<file path="src/rtl/mux_nto1_reg.sv">
// N-to-1 handshake mux with a registered output stage, fixed or round-robin
// channel selection, and a running count of completed output transfers.
module mux_nto1_reg #(
  parameter int NB_DATA = 32,
  parameter int N_CH    = 4,
  parameter int NB_SEL  = 2,
  parameter int NB_CNT  = 16
) (
  input  logic                    i_clk,
  input  logic                    i_reset,
  input  logic [N_CH*NB_DATA-1:0] i_data,
  input  logic [N_CH-1:0]         i_valid,
  output logic [N_CH-1:0]         o_ready,
  input  logic [NB_SEL-1:0]       i_sel,
  input  logic                    i_mode,
  output logic [NB_DATA-1:0]      o_data,
  output logic [NB_SEL-1:0]       o_ch,
  output logic                    o_valid,
  input  logic                    i_ready,
  output logic [NB_CNT-1:0]       o_xfer_cnt
);

  logic [NB_DATA-1:0] ch_data [N_CH];
  logic [NB_SEL-1:0]  rr_ptr;
  logic [NB_SEL-1:0]  grant_idx;
  logic               grant_vld;
  logic               load_en;

  for (genvar k = 0; k < N_CH; k++) begin : g_unpack
    assign ch_data[k] = i_data[k*NB_DATA +: NB_DATA];
  end

  assign load_en = !o_valid || i_ready;

  // Grant search: fixed mode decodes i_sel (out-of-range never matches),
  // round-robin scans upward from rr_ptr and takes the first valid channel.
  always_comb begin
    grant_vld = 1'b0;
    grant_idx = '0;
    if (i_mode) begin
      for (int off = 0; off < N_CH; off++) begin
        if (!grant_vld && i_valid[(int'(rr_ptr) + off) % N_CH]) begin
          grant_vld = 1'b1;
          grant_idx = NB_SEL'((int'(rr_ptr) + off) % N_CH);
        end
      end
    end else begin
      for (int k = 0; k < N_CH; k++) begin
        if (int'(i_sel) == k && i_valid[k]) begin
          grant_vld = 1'b1;
          grant_idx = NB_SEL'(k);
        end
      end
    end
  end

  always_comb begin
    o_ready = '0;
    for (int k = 0; k < N_CH; k++)
      o_ready[k] = !i_reset && load_en && grant_vld && (grant_idx == NB_SEL'(k));
  end

  always_ff @(posedge i_clk) begin
    if (i_reset) begin
      o_valid    <= 1'b0;
      o_data     <= '0;
      o_ch       <= '0;
      rr_ptr     <= '0;
      o_xfer_cnt <= '0;
    end else begin
      if (o_valid && i_ready)
        o_xfer_cnt <= o_xfer_cnt + 1'b1;
      if (load_en) begin
        if (grant_vld) begin
          o_data  <= ch_data[grant_idx];
          o_ch    <= grant_idx;
          o_valid <= 1'b1;
          if (i_mode)
            rr_ptr <= (grant_idx == NB_SEL'(N_CH-1)) ? '0 : grant_idx + 1'b1;
        end else begin
          o_valid <= 1'b0;
        end
      end
    end
  end

endmodule

</file>
<file path="config.mk">
export PLATFORM = sky130hd
export DESIGN_NAME = mux_nto1_reg
export DESIGN_NICKNAME = d
export VERILOG_FILES = /design/src/rtl/mux_nto1_reg.sv
export SDC_FILE = /design/constraint.sdc
export NUM_CORES = 1
export LEC_CHECK = 0
export CAP_MARGIN = 15
export CORE_MARGIN = 8
export CORE_UTILIZATION = 50
export CTS_BUF_LIST = sky130_fd_sc_hd__clkbuf_2 sky130_fd_sc_hd__clkbuf_4 sky130_fd_sc_hd__clkbuf_8
export CTS_CLUSTER_SIZE = 30
export DETAILED_ROUTE_END_ITERATION = 16
export DONT_BUFFER_PORTS = 1
export GPL_TIMING_DRIVEN = 0
export PLACE_DENSITY = 0.62
export SYNTH_ARGS = -nofsm -noshare
export SYNTH_HDL_FRONTEND = slang
export SYNTH_SLANG_ARGS = --single-unit
</file>
<file path="constraint.sdc">
create_clock -name i_clk -period 5.5 [get_ports i_clk]
set_clock_uncertainty 0.2 [all_clocks]
set_input_delay 0.55 -clock i_clk [delete_from_list [all_inputs] [get_ports i_clk]]
set_output_delay 0.55 -clock i_clk [all_outputs]
set_load 0.01 [all_outputs]
</file>
==> results of run 1 <==
area by class of cell:
type | instances | area [sq um] | share of cell area, %
Multi-Input combinational cell | 337 | 1870 | 55.7
Clock inverter | 3 | 17.5 | 0.522
Sequential cell | 53 | 1060 | 31.6
Tap cell | 77 | 96.3 | 2.87
Buffer | 34 | 220 | 6.56
Clock buffer | 5 | 68.8 | 2.05
Inverter | 6 | 22.5 | 0.671
worst max-delay path by stage:
| stage | slack (ns) | to |
|---|---|---|
| 3_3_place_gp | 2.39 | o_ready[3] |
| 2_1_floorplan | 2.83 | o_ready[1] |
| 6_report | 2.28 | o_ready[3] |
| 3_5_place_dp | 2.36 | o_ready[3] |
| 4_1_cts | 2.29 | o_ready[3] |
| 5_1_grt | 2.07 | o_ready[1] |
critical path: cells and delay by family, from the launching register on:
kind / cells / cell delay [ns]
AO/OA/AOI/OAI: 3 / 0.85
flip-flops: 1 / 0.31
AND/OR/NAND/NOR: 2 / 0.40
multiplexers: 1 / 0.12
buffers and inverters: 2 / 0.50
sequential cells by signal (all words and copies together), names as in the netlist:
name,flops
o_ch,2
o_xfer_cnt,16
rr_ptr,2
o_valid,1
o_data,32
stage by stage:
step	setup WS, ns	cell area (sq um)	power, uW	utilization [%]	hold slack [ns]
after floorplan	2.83	3170	669	-	0.280
after global placement	2.39	3270	730	52.4	0.333
after detailed placement	2.36	3270	734	52.4	0.340
after CTS	2.29	3360	948	53.8	0.229
after global routing	2.07	3360	997	53.8	0.275
final	2.28	3360	937	53.8	0.239
logic make-up (layout without fill, tap and decap cells):
| kind of cell | count (synthesis) | in the layout | synth area share [%] |
|---|---|---|---|
| adder cells (fa/ha/maj) | 1 | 1 | 0.394 |
| AND/OR/NAND/NOR | 260 | 260 | 36.2 |
| buffers and inverters | 40 | 48 | 7.65 |
| XOR/XNOR | 14 | 14 | 3.86 |
| AO/OA/AOI/OAI | 55 | 55 | 15.4 |
| multiplexers | 7 | 7 | 3.04 |
| flip-flops | 53 | 53 | 33.4 |
Yosys cell counts, types with 2 or more instances:
master and count:
sky130_fd_sc_hd__nand4_1 4, sky130_fd_sc_hd__nor2_1 20, sky130_fd_sc_hd__nand2b_1 2, sky130_fd_sc_hd__and3_1 4, sky130_fd_sc_hd__dfxtp_1 53, sky130_fd_sc_hd__inv_1 6
sky130_fd_sc_hd__a2111oi_2 2, sky130_fd_sc_hd__buf_6 8, sky130_fd_sc_hd__nor2b_1 3, sky130_fd_sc_hd__a21oi_1 7, sky130_fd_sc_hd__nand2_1 144, sky130_fd_sc_hd__o21ai_1 2
sky130_fd_sc_hd__mux4_2 2, sky130_fd_sc_hd__mux2i_1 4, sky130_fd_sc_hd__clkbuf_1 5, sky130_fd_sc_hd__nand3_1 71, sky130_fd_sc_hd__nor3_1 2, sky130_fd_sc_hd__a32o_1 32
sky130_fd_sc_hd__nor3_2 2, sky130_fd_sc_hd__buf_4 3, sky130_fd_sc_hd__buf_2 17, sky130_fd_sc_hd__o21ai_0 4, sky130_fd_sc_hd__xor2_1 13
routing by layer:
layer / vias up / track usage [%] / share of wire, %
li1: 1508 / - / -
met1: 1435 / 24.2 / 37
met2: 117 / 37.2 / 51
met3: 2 / 8.11 / 11
met4: 0 / 4.23 / 0.32
met5: - / 0 / 0
report_power, final:
part	leakage, uW	switching, uW	internal [uW]
Sequential	0.000435	47.2	422
Combinational	0.000910	148	105
Clock	0.0000439	127	88.2
==> reports/summary.log, run 1 <==
[run_status] result of the run completed
[clocking] Post-CTS Setup Bufs 0
[die] number of top-level design ports 193
[sta] slew at the pin with the worst max-slew slack 0.707 ns
[yosys] Yosys warning total 0
[min_path] endpoint of the worst hold path o_ch[0]
[grt] antenna violations before repair 0
[grt] sum of overflow across all layers after global routing 0
[route] number of design rule violations left after detail routing 0
[grt] largest net degree at the start of global routing 17
[setup_path] Worst setup SP type register
[clocking] largest buffer count on any clock path 2
[route] violation count after the first detailed-route iteration 111
[setup_path] maximum fanout count along the critical path 10
[min_path] launch instance of the worst min-delay path i_reset
[cells_and_area] most frequent cells in the layout 144 x sky130_fd_sc_hd__nand2_1, 71 x sky130_fd_sc_hd__nand3_1, 53 x sky130_fd_sc_hd__dfxtp_1, 32 x sky130_fd_sc_hd__a32o_1, 20 x sky130_fd_sc_hd__nor2_1
[yosys] number of nets produced by synthesis 569
[route] mean number of vias per cell 5.95
[cells_and_area] final net count 576
[setup_path] crit path cell chain buf_4, mux2i_1, a31oi_1, o21ai_1, a211oi_2, buf_2, nand2_1, nor2_1
[place] post-DP HPWL 8.24 mm
[setup_path] Reg2Reg Setup Slack 3.19 ns
[cells_and_area] ANT cells 0
[setup_path] arrival time worst endpoint 2.47 ns
[sta] RSZ-0062 raised after global routing false
[place] # port buffers 0
[yosys] part of the Yosys area used for sequential elements 33.4%
[setup_path] slowest cell on the critical path sky130_fd_sc_hd__a211oi_2
[sta] final setup violating endpoints 0
[yosys] Async SR Flop Fraction 0%
[pwr] peak supply drop 0.146 mV
[grt] global-route wire length before repair 15.5 mm
[die] effective utilization at floorplan 50.9%
[pwr] Leak 0.00139 uW
[pwr] pwr dens 279 nW/um^2
[yosys] Post-synth EDFFs 0
[clocking] CTS hold repair buffers 0
[min_path] count of cells along the worst hold path 3
[setup_path] Setup CP Type reg -> out
[cells_and_area] non-filler cells in the finished layout 515
[die] total die area 9150 sq um
[sta] hold violation total from the final report 0
[clocking] clock input transition at the sequential cells of the worst setup and hold paths 0.09 ns
[sta] number of pins with negative max-slew slack in the final report 0
[clocking] clock latency of the later-clocked register in the worst-skew pair 0.30 ns
[cells_and_area] Area growth, synth to finish 5.75%
[cells_and_area] total of fill cells in the finished design 674
[setup_path] Critical Path Max Stage Delay 0.52 ns
[route] average wire per cell in the routed design 19.8 um
[clocking] CTS resizes 0
[clocking] CTS tree yes
[setup_path] reg-to-reg critical path startpoint rr_ptr[1]
[place] # placed instances 507
[grt] total global-route track usage 21.3%
[cells_and_area] commonest non-fill, non-tap cell in the layout sky130_fd_sc_hd__nand2_1
[setup_path] worst endpoint required time 4.75 ns
[route] post-detailed-route count of antenna-violating nets 0
[clocking] Num Clock Sinks 53
[yosys] post-synth cell types 43
[sta] Final Cycle Share 58.6%
[min_path] Hold WC Path Type in -> reg
[route] count of vias placed by the detailed router 3062
[sta] highest clock frequency the design can meet 310 MHz
[setup_path] number of cell instances on the worst register-to-register path 7
[cells_and_area] fraction of final layout cells with drive strength greater than 1 11.4%
[die] Horiz. Die Dim 95.7 um
[grt] number of global-route vias before repair 3018
[yosys] portion of synthesized cell area occupied by the leading cell type 33.4%
[sta] Post-Route Setup TNS 0 ns
[yosys] Mapped Cells 430
[yosys] FF+latch count, synth 53
[sta] Final Critical Period 3.22 ns
[place] gp weighted congestion 0.827
[yosys] dominant synthesized flop cell sky130_fd_sc_hd__dfxtp_1
[die] vertical extent of the die 95.7 um
[yosys] Area contributors post-synth sky130_fd_sc_hd__dfxtp_1 33%, sky130_fd_sc_hd__nand2_1 17%, sky130_fd_sc_hd__nand3_1 11%
[yosys] average size of a mapped cell 7.38 sq um
[setup_path] capture instance of the worst register-to-register path o_data[23]
[clocking] root cell of the clock tree sky130_fd_sc_hd__clkbuf_8
[die] core outline area 6240 sq um
[route] drt pass-1 iters 4
[sta] slew margin rel. 52.5%
[clocking] clock buffers created by TritonCTS 5
[setup_path] launching instance or port of the critical path rr_ptr[0]
[run] number of max-capacitance violations reported 0
[route] Total Routed Length 10.2 mm
[yosys] Yosys top cell by area sky130_fd_sc_hd__dfxtp_1
[setup_path] type of destination of the critical path primary output
[die] number of rows in the core area 29
[clocking] maximum level of the CTS H-tree 2
[yosys] Mapped Area 3170 sq um
(Power assumes the default switching activity.)
==> run 2, diff against run 1 <==
--- a/config.mk
+++ b/config.mk
@@ -13,7 +13,7 @@
 export DETAILED_ROUTE_END_ITERATION = 16
 export DONT_BUFFER_PORTS = 1
 export GPL_TIMING_DRIVEN = 0
-export PLACE_DENSITY = 0.62
+export PLACE_DENSITY = 0.65
 export SYNTH_ARGS = -nofsm -noshare
 export SYNTH_HDL_FRONTEND = slang
 export SYNTH_SLANG_ARGS = --single-unit
==> constraint.sdc (replaced) <==
create_clock -name i_clk -period 2.9 [get_ports i_clk]
set_clock_uncertainty 0.2 [all_clocks]
set_input_delay 0.29 -clock i_clk [delete_from_list [all_inputs] [get_ports i_clk]]
set_output_delay 0.29 -clock i_clk [all_outputs]
set_load 0.01 [all_outputs]
==> reports/summary.log, run 2 (same netlist as run 1, synthesis figures left out) <==
[run_status] result of the run completed
[sta] slew at the pin with the worst max-slew slack 0.780 ns [+0.0739 ns]
[cells_and_area] final net count 578 [+0.35%]
[cells_and_area] post-route cell area 3390 sq um [+1.0%]
[place] gp weighted congestion 0.818 [-1.2%]
[grt] total global-route track usage 21.8% [+0.42 points]
[setup_path] worst endpoint required time 2.41 ns [-2.34 ns]
[sta] slew margin rel. 47.6% [-5.0 points]
[die] vertical extent of the die 95.7 um [unchanged]
[clocking] clock buffers created by TritonCTS 5 [unchanged]
[route] Total Routed Length 10.6 mm [+3.3%]
[cells_and_area] total of fill cells in the finished design 641 [-4.9%]
[min_path] Hold WC Path Type in -> reg
[route] count of vias placed by the detailed router 3104 [+1.4%]
[sta] Final Critical Period 2.72 ns
[cells_and_area] fraction of final layout cells with drive strength greater than 1 12.0% [+0.63 points]
[route] number of design rule violations left after detail routing 0 [unchanged]
[sta] hold violation total from the final report 0 [unchanged]
[setup_path] number of cell instances on the worst register-to-register path 8 [+1]
[route] mean number of vias per cell 6.00 [+0.98%]
[cells_and_area] commonest non-fill, non-tap cell in the layout sky130_fd_sc_hd__nand2_1
[route] drt pass-1 iters 4 [unchanged]
[sta] highest clock frequency the design can meet 367 MHz
[cells_and_area] ANT cells 0 [unchanged]
[place] area after detailed placement 3270 sq um [unchanged]
[route] average wire per cell in the routed design 20.4 um [+2.9%]
[cells_and_area] top register by number of flip-flops o_data
[setup_path] arrival time worst endpoint 2.23 ns [-0.24 ns]
[grt] number of global-route vias before repair 3022 [+0.13%]
[pwr] pwr dens 532 nW/um^2 [+91%]
[die] Horiz. Die Dim 95.7 um [unchanged]
[setup_path] logic depth of the worst path, buffers included 8 [unchanged]
[sta] Final Cycle Share 93.9%
[die] core outline area 6240 sq um [unchanged]
[pwr] total power after layout 1800 uW [+92%]
[cells_and_area] Largest register FFs 32 [unchanged]
[setup_path] slowest cell on the critical path sky130_fd_sc_hd__a211oi_4
[sta] final setup violating endpoints 0 [unchanged]
[clocking] largest buffer count on any clock path 2 [unchanged]
[cells_and_area] most frequent cells in the layout 144 x sky130_fd_sc_hd__nand2_1, 71 x sky130_fd_sc_hd__nand3_1, 53 x sky130_fd_sc_hd__dfxtp_1, 32 x sky130_fd_sc_hd__a32o_1, 18 x sky130_fd_sc_hd__nor2_1
[sta] smallest hold slack 0.0240 ns [-0.215 ns]
[die] effective utilization at floorplan 50.9% [unchanged]
[cells_and_area] largest registers o_data: 32 flops, o_xfer_cnt: 16 flops
[grt] largest net degree at the start of global routing 18 [+1]
[clocking] maximum level of the CTS H-tree 2 [unchanged]
[clocking] clock input transition at the sequential cells of the worst setup and hold paths 0.09 ns [about the same]
[sta] number of pins with negative max-slew slack in the final report 0 [unchanged]
[die] number of rows in the core area 29 [unchanged]
[sta] Post-Route Setup TNS 0 ns [unchanged]
[die] total die area 9150 sq um [unchanged]
[grt] global-route wire length before repair 15.5 mm [+0.17%]
[grt] sum of overflow across all layers after global routing 0 [unchanged]
[clocking] Num Clock Sinks 53 [unchanged]
[run] number of max-capacitance violations reported 0 [unchanged]
[pwr] peak supply drop 0.270 mV [+85%]
[setup_path] Largest delay share family, worst path compound AO/OA/AOI/OAI gates
[cells_and_area] post-layout utilization of the core 54.3% [+0.54 points]
[min_path] count of cells along the worst hold path 2 [-1]
[grt] antenna violations before repair 0 [unchanged]
[clocking] CTS tree yes
[setup_path] maximum fanout count along the critical path 10 [unchanged]
[die] number of top-level design ports 193 [unchanged]
[pwr] Leak 0.00140 uW [+0.73%]
[setup_path] Worst setup SP type register
[setup_path] Setup CP Type reg -> out
[place] post-DP HPWL 8.40 mm [+1.9%]
[cells_and_area] Area growth, synth to finish 6.82%
[setup_path] number of buffer and inverter instances along the worst setup path 2 [unchanged]
[clocking] root cell of the clock tree sky130_fd_sc_hd__clkbuf_8
[setup_path] Critical Path Max Stage Delay 0.34 ns [-0.18 ns]
[sta] RSZ-0062 raised after global routing false
[setup_path] type of destination of the critical path primary output
[setup_path] crit path cell chain buf_4, nor4b_1, a31oi_1, o21ai_1, a211oi_4, buf_2, nand2_1, nor2_2
[route] post-detailed-route count of antenna-violating nets 0 [unchanged]
[place] # port buffers 0 [unchanged]
[clocking] clock latency of the later-clocked register in the worst-skew pair 0.31 ns [about the same]
[route] violation count after the first detailed-route iteration 128 [+15%]
[run 2: changes by cell type in the layout (fill, tap and decap cells not counted)]
cell | before | now
sky130_fd_sc_hd__nor2_1 | 20 | 18
sky130_fd_sc_hd__nor2_2 | 1 | 3
sky130_fd_sc_hd__a211oi_2 | 1 | 0
sky130_fd_sc_hd__a211oi_4 | 0 | 1
sky130_fd_sc_hd__buf_4 | 3 | 4
sky130_fd_sc_hd__clkinv_2 | 2 | 1
sky130_fd_sc_hd__dlygate4sd3_1 | 0 | 1
sky130_fd_sc_hd__inv_6 | 0 | 1
[run 2: final timing paths]
kind	startpoint	end	slack, ns
setup / recovery	rr_ptr[0]	o_ready[1]	0.18
hold / removal	i_ready	o_valid	0.02
setup reg to reg	rr_ptr[1]	o_data[26]	0.47
hold reg to reg	o_ch[0]	o_ch[0]	0.34
[run 2: layout make-up]
type,count,area (sq um),area share [%]
Buffer,34,220,6.49
Clock buffer,5,68.8,2.03
Clock inverter,3,21.3,0.627
Inverter,6,22.5,0.664
Multi-Input combinational cell,337,1880,55.5
Sequential cell,53,1060,31.3
Tap cell,77,96.3,2.84
Timing Repair Buffer,2,17.5,0.517
[run 2: what timing repair did]
item / CTS / global route
setup endpoints to repair: 2 / 2
endpoints found under the hold margin: 1 / 0
setup buffers: 1 / 0
hold buffers: 1 / 0
resized for setup: 1 / 2
pin swaps: 1 / 0
[run 2: metrics by stage]
step                setup WS, ns  std cells
detailed placement         0.176        507
finish                     0.178        517
global route              0.0297        517
floorplan                  0.726        430
global placement           0.279        507
CTS                        0.129        517
[run 2: worst reg2reg max path: cells and delay by family (launching register included)]
family          cells  cell delay, ns
compound gates      4            0.84
simple gates        2            0.57
buf+inv             2            0.46
flops               1            0.31
[run 2: metal layers]
layer	global-route usage, %	wire [um]	vias to the layer above
met3	9.61	1340	16
met1	23.3	3770	1434
li1	-	-	1507
met5	0	0	-
met2	37.8	5280	147
met4	6.40	173	0
[run 2: power by group]
group	switching, uW	internal [uW]
Combinational	288	202
Sequential	91.4	800
Clock	248	172
Total	628	1170
